[config.mk]
export PLATFORM = sky130hd
export DESIGN_NAME = ram_port_arbiter
export DESIGN_NICKNAME = d
export VERILOG_FILES = /design/src/rtl/ram_port_arbiter_pkg.sv /design/src/rtl/ram_port_arbiter_rr_pick2.sv /design/src/rtl/ram_port_arbiter.sv
export SDC_FILE = /design/constraint.sdc
export NUM_CORES = 1
export LEC_CHECK = 0
export ABC_AREA = 0
export BUFFER_PORTS_ARGS = -buffer_cell sky130_fd_sc_hd__buf_2
export CORE_MARGIN = 3
export CORE_UTILIZATION = 45
export DETAILED_ROUTE_END_ITERATION = 16
export HOLD_SLACK_MARGIN = 0.03
export PLACE_DENSITY = 0.73
export SLEW_MARGIN = 10
export SYNTH_ARGS = -nofsm -noshare
export SYNTH_HDL_FRONTEND = slang
export SYNTH_SLANG_ARGS = --single-unit
[constraint.sdc]
create_clock -name clk -period 2.1 [get_ports clk]
set_input_delay 0.105 -clock clk [delete_from_list [all_inputs] [get_ports clk]]
set_output_delay 0.105 -clock clk [all_outputs]
set_load 0.02 [all_outputs]
[src/rtl/ram_port_arbiter_pkg.sv]
// rtl/ram_port_arbiter_pkg.sv - shared widths and FSM encoding for ram_port_arbiter
// Purpose: default RAM geometry and the arbiter state encoding.
// Ports: none (package).
`timescale 1ns/1ps
package ram_port_arbiter_pkg;

  localparam int DATA_WIDTH_DEF = 3;
  localparam int ADDR_WIDTH_DEF = 3;

  typedef enum logic [1:0] {
    ST_IDLE   = 2'd0,
    ST_ACCESS = 2'd1,
    ST_RDWAIT = 2'd2,
    ST_CLEAR  = 2'd3
  } state_t;

  // Channel identifiers as used by the winner / last-granted flags.
  localparam logic CH_A = 1'b0;
  localparam logic CH_B = 1'b1;

endpackage

[src/rtl/ram_port_arbiter_rr_pick2.sv]
// rtl/ram_port_arbiter_rr_pick2.sv - two-way round-robin pick
// Purpose: choose between two requesters, favouring the one not granted last.
// Ports: req_a/req_b requests, last = channel granted last (0 = A, 1 = B);
//        winner = picked channel (0 = A, 1 = B), valid = some request present.
`timescale 1ns/1ps
module rr_pick2 (
  input  logic req_a,
  input  logic req_b,
  input  logic last,
  output logic winner,
  output logic valid
);

  assign valid  = req_a | req_b;
  // On a tie the channel that did not win last time goes; otherwise the lone requester.
  assign winner = (req_a & req_b) ? ~last : req_b;

endmodule

[src/rtl/ram_port_arbiter.sv]
// rtl/ram_port_arbiter.sv - two-channel arbiter for a single-port synchronous RAM
// Purpose: round-robin access of channels A/B to one RAM port plus a whole-RAM clear.
// Ports: clk, rst (async active-low), init (clear pulse);
//        req_*/we_*/addr_*/din_* channel requests; gnt_*/rvalid_*/rdata_* channel responses;
//        busy (clear pending or running);
//        ram_cs/ram_we/ram_oe/ram_addr/ram_din registered RAM controls, ram_dout RAM read data.
`timescale 1ns/1ps
module ram_port_arbiter
  import ram_port_arbiter_pkg::*;
#(
  parameter int DATA_WIDTH = DATA_WIDTH_DEF,
  parameter int ADDR_WIDTH = ADDR_WIDTH_DEF
) (
  input  logic                  clk,
  input  logic                  rst,
  input  logic                  init,
  input  logic                  req_a,
  input  logic                  req_b,
  input  logic                  we_a,
  input  logic                  we_b,
  input  logic [ADDR_WIDTH-1:0] addr_a,
  input  logic [ADDR_WIDTH-1:0] addr_b,
  input  logic [DATA_WIDTH-1:0] din_a,
  input  logic [DATA_WIDTH-1:0] din_b,
  output logic                  gnt_a,
  output logic                  gnt_b,
  output logic                  rvalid_a,
  output logic                  rvalid_b,
  output logic [DATA_WIDTH-1:0] rdata_a,
  output logic [DATA_WIDTH-1:0] rdata_b,
  output logic                  busy,
  output logic                  ram_cs,
  output logic                  ram_we,
  output logic                  ram_oe,
  output logic [ADDR_WIDTH-1:0] ram_addr,
  output logic [DATA_WIDTH-1:0] ram_din,
  input  logic [DATA_WIDTH-1:0] ram_dout
);

  state_t state, state_n;
  logic clr_pend, pend_n;
  logic [ADDR_WIDTH-1:0] clr_cnt, cnt_n;
  logic last, last_n;   // channel granted most recently
  logic win, win_n;     // channel owning the current transaction
  logic wr, wr_n;       // current transaction is a write
  logic pick, pick_valid;

  logic gnt_a_n, gnt_b_n, rvalid_a_n, rvalid_b_n, busy_n;
  logic cs_n, we_n, oe_n;
  logic [DATA_WIDTH-1:0] rdata_a_n, rdata_b_n, din_n;
  logic [ADDR_WIDTH-1:0] addr_n;

  rr_pick2 u_pick (
    .req_a  (req_a),
    .req_b  (req_b),
    .last   (last),
    .winner (pick),
    .valid  (pick_valid)
  );

  always_ff @(posedge clk or negedge rst) begin
    if (!rst) state <= ST_IDLE;
    else      state <= state_n;
  end

  always_comb begin
    state_n    = state;
    // An init seen in IDLE is acted on at once so the clear starts the next cycle.
    pend_n     = clr_pend | (init & (state != ST_CLEAR));
    cnt_n      = clr_cnt;
    last_n     = last;
    win_n      = win;
    wr_n       = wr;
    gnt_a_n    = 1'b0;
    gnt_b_n    = 1'b0;
    rvalid_a_n = 1'b0;
    rvalid_b_n = 1'b0;
    rdata_a_n  = rdata_a;
    rdata_b_n  = rdata_b;
    cs_n       = 1'b0;
    we_n       = 1'b0;
    oe_n       = 1'b0;
    addr_n     = ram_addr;
    din_n      = ram_din;
    unique case (state)
      ST_IDLE: begin
        if (pend_n) begin
          state_n = ST_CLEAR;
          pend_n  = 1'b0;
          cnt_n   = '0;
          cs_n    = 1'b1;
          we_n    = 1'b1;
          addr_n  = '0;
          din_n   = '0;
        end else if (pick_valid) begin
          state_n = ST_ACCESS;
          win_n   = pick;
          last_n  = pick;
          wr_n    = (pick == CH_B) ? we_b : we_a;
          addr_n  = (pick == CH_B) ? addr_b : addr_a;
          din_n   = (pick == CH_B) ? din_b : din_a;
          gnt_a_n = (pick == CH_A);
          gnt_b_n = (pick == CH_B);
          cs_n    = 1'b1;
          we_n    = wr_n;
          oe_n    = ~wr_n;
        end
      end
      ST_ACCESS: state_n = wr ? ST_IDLE : ST_RDWAIT;
      ST_RDWAIT: begin
        state_n = ST_IDLE;
        if (win == CH_B) begin
          rdata_b_n  = ram_dout;
          rvalid_b_n = 1'b1;
        end else begin
          rdata_a_n  = ram_dout;
          rvalid_a_n = 1'b1;
        end
      end
      ST_CLEAR: begin
        if (clr_cnt == '1) begin
          state_n = ST_IDLE;
        end else begin
          cnt_n  = clr_cnt + 1'b1;
          addr_n = clr_cnt + 1'b1;
          cs_n   = 1'b1;
          we_n   = 1'b1;
          din_n  = '0;
        end
      end
      default: state_n = ST_IDLE;
    endcase
    busy_n = pend_n | (state_n == ST_CLEAR);
  end

  always_ff @(posedge clk or negedge rst) begin
    if (!rst) begin
      clr_pend <= 1'b0;
      clr_cnt  <= '0;
      last     <= CH_B;
      win      <= CH_A;
      wr       <= 1'b0;
      gnt_a    <= 1'b0;
      gnt_b    <= 1'b0;
      rvalid_a <= 1'b0;
      rvalid_b <= 1'b0;
      rdata_a  <= '0;
      rdata_b  <= '0;
      busy     <= 1'b0;
      ram_cs   <= 1'b0;
      ram_we   <= 1'b0;
      ram_oe   <= 1'b0;
      ram_addr <= '0;
      ram_din  <= '0;
    end else begin
      clr_pend <= pend_n;
      clr_cnt  <= cnt_n;
      last     <= last_n;
      win      <= win_n;
      wr       <= wr_n;
      gnt_a    <= gnt_a_n;
      gnt_b    <= gnt_b_n;
      rvalid_a <= rvalid_a_n;
      rvalid_b <= rvalid_b_n;
      rdata_a  <= rdata_a_n;
      rdata_b  <= rdata_b_n;
      busy     <= busy_n;
      ram_cs   <= cs_n;
      ram_we   <= we_n;
      ram_oe   <= oe_n;
      ram_addr <= addr_n;
      ram_din  <= din_n;
    end
  end

endmodule

# Word-level counts from Yosys, hierarchy flattened
# Index checks and enable logic that the tools add are counted.
# word_totals
out_inout_bits,20
romBits,0
input_bits,22
elab_cells,85
n_memories,0
latchBits,0
ff_bits,29
ram_bits,0
# classes
add_sub_neg,1
n_reduce_logical,7
shift,0
n_mul,0
order_cmp,0
mux,40
n_eq_ne,9
div,0
n_bitwise,10
# op_table
operator,count
$mux 3,9
$mux 1,21
$pmux 3 s2,3
$reduce_and 3->1,3
$mux 2,4
$pmux 2 s4,1
$eq 2x2->1 const B,3
$ne 2x2->1 const B,3
$not 1->1,5
$pmux 1 s2,2
$reduce_and 2->1,2
$add 3x1->3 const B,1
$eq 3x3->1 const B,1
$ne 3x3->1 const B,1
$or 1x1->1,3
$and 1x1->1,2
$eq 2x1->1 const B,1
$logic_not 2->1,1
$reduce_bool 2->1,1

# Logic depth before layout (Yosys ltp)
# Gate-level depths: netlist of the first run.
# logic_depth
word_depth,7
mapped_depth,6

# Modules after synthesis
# Synthesis of the first run repeated with hierarchy kept, for this count alone.
# unflattened
cells_unflattened,114
hier_area_um2,1406.3
# by_module_without_submodules
mod,area_per_inst_um2,instances,cells_per_inst
ram_port_arbiter,1392.6,1,112
rr_pick2,13.8,1,2

# Least setup slack after synthesis of the first run
# Ideal clock, no wire load.
# synth_path
path_type,register to register
start,register clr_cnt[0]
end,register ram_addr[0]
synth_period_minus_slack_ns,1.740
t_required_ns,1.975
t_arrival_ns,1.615
path_stages_with_launch,5
setup_slack_ns,0.360
path_buffers,0
path_cell_list,dfrtp_1 > ha_1 > ha_1 > a221o_4 > mux2_4
# synth_between
elab_chain_len,3
# synth_rtl
element,line_no,text
start: declaration,ram_port_arbiter.sv:42,"logic [ADDR_WIDTH-1:0] clr_cnt, cnt_n;"
start signal: assignment,ram_port_arbiter.sv:157,clr_cnt <= cnt_n;
$add 3x1->3 or $eq 3x3->1 (tied branches),"ram_port_arbiter.sv:125, ram_port_arbiter.sv:121",
$mux 3 or $ne 2x2->1 (tied branches),-,
$pmux 3 s2 or $reduce_and 3->1 (tied branches),-,
end signal: assignment,ram_port_arbiter.sv:171,ram_addr <= addr_n;
end: declaration,ram_port_arbiter.sv:35,"output logic [ADDR_WIDTH-1:0] ram_addr,"
# Several ways; a longest one is shown, not always the timed one. The select of a mux whose other input is x is not followed.
# A chain may end at the register's enable or synchronous reset.

# Worst setup path after layout of the first run
# layout_path
start,register state[1]
end,register wr
# layout_between
elab_chain_len,5
# layout_rtl
element,line_no,text
start: declaration,ram_port_arbiter.sv:40,"state_t state, state_n;"
start signal: assignment,ram_port_arbiter.sv:63,else state <= state_n;
$ne 2x2->1,ram_port_arbiter.sv:69,pend_n = clr_pend | (init & (state != ST_CLEAR));
$and 1x1->1,ram_port_arbiter.sv:69,
$or 1x1->1,ram_port_arbiter.sv:69,
$not 1->1 (no line),-,
$reduce_and 3->1 (no line) (*),-,
end signal: assignment,ram_port_arbiter.sv:160,wr <= wr_n;
end: declaration,ram_port_arbiter.sv:45,"logic wr, wr_n;"
# Mark *: on every way between the ends. The rest lies on a longest branch, timed or not.

==> results of run 1 <==
[kinds of logic (layout without fill, tap and decap cells)]
group / after synthesis / count (layout) / share of synthesized area
and+or+nand+nor: 40 / 40 / 0.1460
AOI/OAI and AO/OA: 24 / 24 / 0.1168
adders and majority gates: 6 / 6 / 0.05155
DFF: 29 / 29 / 0.4991
muxes: 19 / 19 / 0.1564
buffers and inverters: 9 / 61 / 0.03006
[metal layers]
metal  track usage  vias to the layer above  part of all wire
li1              -                      547                 -
met4       0.07163                        0             0.014
met5             0                        -                 0
met1        0.1848                      521              0.43
met2        0.2793                       32              0.51
met3       0.05036                        7             0.048
[sequential cells by signal (all words and copies together) (netlist names), 2 cells and up]
name / flops
ram_din: 3
state: 2
rdata_b: 3
rdata_a: 3
clr_cnt: 3
ram_addr: 3
[power by group]
group / total [mW] / internal, mW / leakage [nW] / switching (mW)
registers: 0.919 / 0.788 / 0.367 / 0.130
logic: 1.26 / 0.575 / 0.536 / 0.688
clock network: 0.317 / 0.127 / 0.0320 / 0.190
total: 2.50 / 1.49 / 0.935 / 1.01
[cell usage after synthesis]
cell | number | area (um^2)
or2b_4 | 1 | 11.26
a21o_1 | 3 | 22.52
mux2_4 | 6 | 90.09
o41ai_1 | 1 | 8.760
dfrtp_1 | 28 | 700.7
nor2b_1 | 4 | 25.02
inv_1 | 4 | 15.01
nor3b_1 | 1 | 7.510
buf_1 | 1 | 3.750
a21oi_1 | 4 | 20.02
a311o_1 | 1 | 10.01
clkbuf_1 | 1 | 3.750
or3_1 | 1 | 6.260
o21ai_0 | 8 | 40.04
a221o_1 | 2 | 20.02
a211oi_1 | 1 | 7.510
dfstp_2 | 1 | 26.28
or2_2 | 2 | 12.51
and2_1 | 2 | 12.51
nor3_1 | 3 | 15.01
a21boi_1 | 1 | 7.510
nor4_1 | 1 | 6.260
mux2_2 | 6 | 67.56
ha_1 | 6 | 75.07
nor2_1 | 9 | 33.78
nand2b_1 | 4 | 25.02
o22ai_1 | 2 | 12.51
nand2_1 | 10 | 37.54
a221o_4 | 1 | 21.27
buf_2 | 2 | 10.01
buf_6 | 1 | 11.26
mux2i_1 | 7 | 70.07
nor2_4 | 1 | 11.26
nor2b_2 | 1 | 8.760
[layout make-up]
cell class              instances  area, um^2  area share
flip-flops and latches         29       726.9      0.4018
well taps                      44       55.05     0.03043
multi-input cells              89       685.7      0.3790
clock buffers                   6       41.29     0.02282
clock inverters                 2       10.01    0.005532
repair buffers                 49       275.3      0.1521
inverters                       4       15.01    0.008299
[worst reg2reg max path: cells and delay by family (launching register included)]
family / cells / cell delay (ns)
adders and majority gates: 1 / 0.16
buffers and inverters: 1 / 0.10
DFF: 1 / 0.41
and+or+nand+nor: 4 / 1.08
[worst min-delay path by stage]
| stage | startpoint | end | slack, ns | depth (start not counted) |
|---|---|---|---|---|
| after floorplan | rst | busy$_DFF_PN0_ | -0.19 | 0 |
| after global placement | rst | ram_din[0]$_DFFE_PN0P_ | 0.15 | 1 |
| after detailed placement | rst | ram_din[2]$_DFFE_PN0P_ | 0.16 | 1 |
| after CTS | we_b | ram_oe$_DFF_PN0_ | 0.09 | 3 |
| after global routing | we_b | ram_oe$_DFF_PN0_ | 0.1 | 3 |
| final | we_b | ram_oe$_DFF_PN0_ | 0.09 | 3 |
==> impl_metrics.env, run 1 <==
export IMPL_routabilityCongestion=0.8104
export IMPL_crit_arrival_ns=2.08
export IMPL_rows=20
export IMPL_insertion_delay_ns=0.33
export IMPL_diodes=0
export IMPL_max_freq_mhz=533.6
export IMPL_cts_max_level=2
export IMPL_fin_tns_setup_ns=0
export IMPL_final_common_cell="buf_2"
export IMPL_area_growth_syn_to_layout_pct=24.23
export IMPL_clk_transition_reported_paths_ns=0.09
export IMPL_die_height_um=62.89
export IMPL_hp_class="in -> reg"
export IMPL_dp_hpwl_mm=2.349
export IMPL_rsz0062_at_grt="no"
export IMPL_crit_start="state[1]$_DFF_PN0_"
export IMPL_netlist_instances=127
export IMPL_cp_max_fo=6
export IMPL_synth_seq_area_share=0.4991
export IMPL_grt_usage=0.1629
export IMPL_drv_slew=0
export IMPL_syn_nets=155
export IMPL_fin_ws_ns=0.2260
export IMPL_cp_start_kind="register"
export IMPL_rrSetupSlack_ns=0.23
export IMPL_power_density_nw_per_um2=1381
export IMPL_cp_cell_sequence="inv_1 -> ha_1 -> or2b_4 -> nor3_1 -> nor3b_1 -> nor2_1"
export IMPL_worstSetupPathType="reg -> reg"
export IMPL_min_period_over_period=0.8924
export IMPL_r2r_cells=6
export IMPL_drc=0
export IMPL_finClkSkew_ns=0.005067
export IMPL_syn_area_um2=1456
export IMPL_postPlaceCellArea_um2=1718
export IMPL_min_period_ns=1.874
export IMPL_slowest_stage="dfrtp_1"
export IMPL_post_cts_buffers=0
export IMPL_leakagePower_nw=0.9347
export IMPL_die_area_um2=3955
export IMPL_worst_pin_slew_ns=0.6193
export IMPL_overflow=0
export IMPL_ys_seq_elements=29
export IMPL_die_x_um=62.89
export IMPL_grt_pass1_wl_mm=4.981
export IMPL_relSlewSlack=0.5871
export IMPL_n_fill_cell=269
export IMPL_worstReg2RegStart="state[1]$_DFF_PN0_"
export IMPL_postCtsHoldBufs=4
export IMPL_critPathCaptureType="register"
export IMPL_drv_cap=0
export IMPL_grt_max_degree=30
export IMPL_vias_per_cell=4.964
export IMPL_cp_num_buf_inv=1
export IMPL_crit_family="simple AND/OR/NAND/NOR gates"
export IMPL_setup_viol=0
export IMPL_hold_viol=0
export IMPL_rr_endpoint="wr$_DFFE_PN0P_"
export IMPL_slowest_delay_ns=0.41
export IMPL_clk_path_buf_depth=2
export IMPL_cts_tree="done"
export IMPL_drive_above_1_share=0.3966
export IMPL_critical_path_required_ns=2.31
export IMPL_nets=206
export IMPL_port_buffers=41
export IMPL_via_count=1107
export IMPL_ys_warn_count=0
export IMPL_numCtsBuffers=5
export IMPL_layout_common_cells="41 x buf_2, 28 x dfrtp_1, 10 x nand2_1, 9 x nor2_1, 8 x o21ai_0"
export IMPL_grt_pass1_vias=1124
export IMPL_dp_cells=211
export IMPL_firstDrtPassIters=4
export IMPL_initial_core_util=0.4732
export IMPL_ys_types=34
export IMPL_layoutNonFillerInstCount=223
export IMPL_ios=42
export IMPL_antenna_found_initial=0
export IMPL_cts_sinks=29
export IMPL_coreArea_um2=3078
export IMPL_cts_root_buffer="clkbuf_4"
export IMPL_peakVddDrop_uv=685.9
export IMPL_crit_end="wr$_DFFE_PN0P_"
export IMPL_status="finished, final reports clean"
export IMPL_cp_depth=6
export IMPL_fin_area_um2=1809
export IMPL_drt_total_wl_mm=3.049
export IMPL_ant_nets=0
export IMPL_hold_worst_slack_ns=0.09302
export IMPL_fin_util=0.5878
export IMPL_synth_avg_cell_area_um2=11.47
export IMPL_wl_per_cell_um=13.67
export IMPL_finalPower_mw=2.498
export IMPL_pre_cts_ws_ns=0.2303
export IMPL_cts_resized=0
export IMPL_drt_iter0_drc=33
No activity file was read; power rests on OpenSTA's default activity.
==> run 2: changes to the inputs <==
==> constraint.sdc (replaced) <==
create_clock -name clk -period 2.06 [get_ports clk]
set_input_delay 0.103 -clock clk [delete_from_list [all_inputs] [get_ports clk]]
set_output_delay 0.103 -clock clk [all_outputs]
set_load 0.02 [all_outputs]
==> run 2 against run 1 <==
Net effect: register-to-register slack lost 0.02 ns; first-iteration DRC count grew 52%; total power grew 4.5%; die area is the same; critical path type unchanged; critical endpoint is now ram_din[2]$_DFFE_PN0P_; largest cell class unchanged; largest power group unchanged.
==> impl_metrics.env, run 2 (synthesis gave the netlist of run 1 again) <==
export IMPL_status="finished, final reports clean"
export IMPL_grt_pass1_vias=1147
export IMPL_via_count=1136
export IMPL_hold_worst_slack_ns=0.07616
export IMPL_diodes=0
export IMPL_fin_util=0.5939
export IMPL_drv_slew=0
export IMPL_port_buffers=41
export IMPL_post_cts_buffers=0
export IMPL_rows=20
export IMPL_min_period_ns=1.852
export IMPL_critical_path_required_ns=2.27
export IMPL_whs_path_depth=3
export IMPL_dp_cells=211
export IMPL_max_freq_mhz=539.9
export IMPL_fin_area_um2=1828
export IMPL_hold_viol=0
export IMPL_worst_pin_slew_ns=0.6075
export IMPL_ios=42
export IMPL_die_x_um=62.89
export IMPL_power_density_nw_per_um2=1428
export IMPL_drive_above_1_share=0.4022
export IMPL_initial_core_util=0.4732
export IMPL_layoutNonFillerInstCount=223
export IMPL_multi_input_area_um2=685.7
export IMPL_cp_start_kind="register"
export IMPL_layout_common_cells="41 x buf_2, 28 x dfrtp_1, 10 x nand2_1, 9 x nor2_1, 8 x o21ai_0"
export IMPL_cp_max_fo=9
export IMPL_r2r_cells=4
export IMPL_min_period_over_period=0.8991
export IMPL_dp_hpwl_mm=2.295
export IMPL_firstDrtPassIters=4
export IMPL_n_fill_cell=253
export IMPL_hp_class="in -> reg"
export IMPL_numCtsBuffers=5
export IMPL_grt_max_degree=30
export IMPL_cts_resized=0
export IMPL_finalPower_mw=2.610
export IMPL_crit_arrival_ns=2.06
export IMPL_clk_path_buf_depth=2
export IMPL_grt_busiest_layer="met2"
export IMPL_ant_nets=0
export IMPL_finClkSkew_ns=0.003146
export IMPL_fin_ws_ns=0.2078
export IMPL_pre_cts_ws_ns=0.2398
export IMPL_cts_tree="done"
export IMPL_wl_per_cell_um=13.64
export IMPL_fin_tns_setup_ns=0
export IMPL_relSlewSlack=0.5950
export IMPL_grt_pass1_wl_mm=5.106
export IMPL_cts_root_buffer="clkbuf_4"
export IMPL_overflow=0
export IMPL_worstSetupPathType="reg -> reg"
export IMPL_leakagePower_nw=0.9440
export IMPL_vias_per_cell=5.094
export IMPL_nets=206
export IMPL_rrSetupSlack_ns=0.21
export IMPL_die_area_um2=3955
export IMPL_drc=0
export IMPL_die_height_um=62.89
export IMPL_drt_iter0_drc=50
export IMPL_area_growth_syn_to_layout_pct=25.52
export IMPL_grtUsageMet2=0.2859
export IMPL_cts_sinks=29
export IMPL_critPathCaptureType="register"
export IMPL_insertion_delay_ns=0.32
export IMPL_final_common_cell="buf_2"
export IMPL_clk_transition_reported_paths_ns=0.09
export IMPL_rsz0062_at_grt="no"
export IMPL_postPlaceCellArea_um2=1718
export IMPL_setup_viol=0
export IMPL_coreArea_um2=3078
export IMPL_drv_cap=0
export IMPL_routabilityCongestion=0.8083
export IMPL_grt_util_met3=0.05755
export IMPL_antenna_found_initial=0
export IMPL_peakVddDrop_uv=579.6
export IMPL_seqCellArea_um2=726.9
export IMPL_cts_max_level=2
export IMPL_drt_total_wl_mm=3.042
export IMPL_grt_usage=0.1662
export IMPL_use_met1=0.1843
[run 2: cell types whose count changed in the layout (fill, tap and decap cells not counted)]
cell,previous run,this run
clkbuf_1,1,0
clkbuf_8,0,2
clkinv_2,2,1
[run 2: area by class of cell]
class	count	share of cell area
Multi-Input combinational cell	89	0.3751
Sequential cell	29	0.3977
Clock inverter	1	0.002738
Timing Repair Buffer	49	0.1506
Clock buffer	7	0.03559
Tap cell	44	0.03012
Inverter	4	0.008214
[run 2: power breakdown]
part / leakage (nW) / internal [mW] / switching, mW
registers: 0.367 / 0.804 / 0.132
clock network: 0.0413 / 0.197 / 0.188
logic: 0.536 / 0.586 / 0.703
total: 0.944 / 1.59 / 1.02
[run 2: critical path, stage by stage (launching register included)]
cell     delay (ns)
dfrtp_1        0.41
ha_1           0.21
ha_1           0.27
a221o_4        0.52
mux2_4         0.32
[run 2: repair_timing]
item	CTS	global route
setup endpoints to repair	0	0
hold endpoints to repair	34	0
hold buffers	4	0
[run 2: path summary, 6_finish.rpt]
path                                        start                      to
max                        clr_cnt[0]$_DFFE_PN0P_  ram_din[2]$_DFFE_PN0P_
min                                          we_b        ram_oe$_DFF_PN0_
max reg2reg                clr_cnt[0]$_DFFE_PN0P_  ram_din[2]$_DFFE_PN0P_
min reg2reg                rdata_a[0]$_DFFE_PN0P_  rdata_a[0]$_DFFE_PN0P_
max in group asynchronous                     rst      clr_pend$_DFF_PN0_
min in group asynchronous                     rst  ram_din[2]$_DFFE_PN0P_
[run 2: per-layer routing]
metal / share of wire / vias up
met5: 0 / -
met4: 0.022 / 0
met3: 0.059 / 8
met2: 0.52 / 45
met1: 0.40 / 536
li1: - / 547
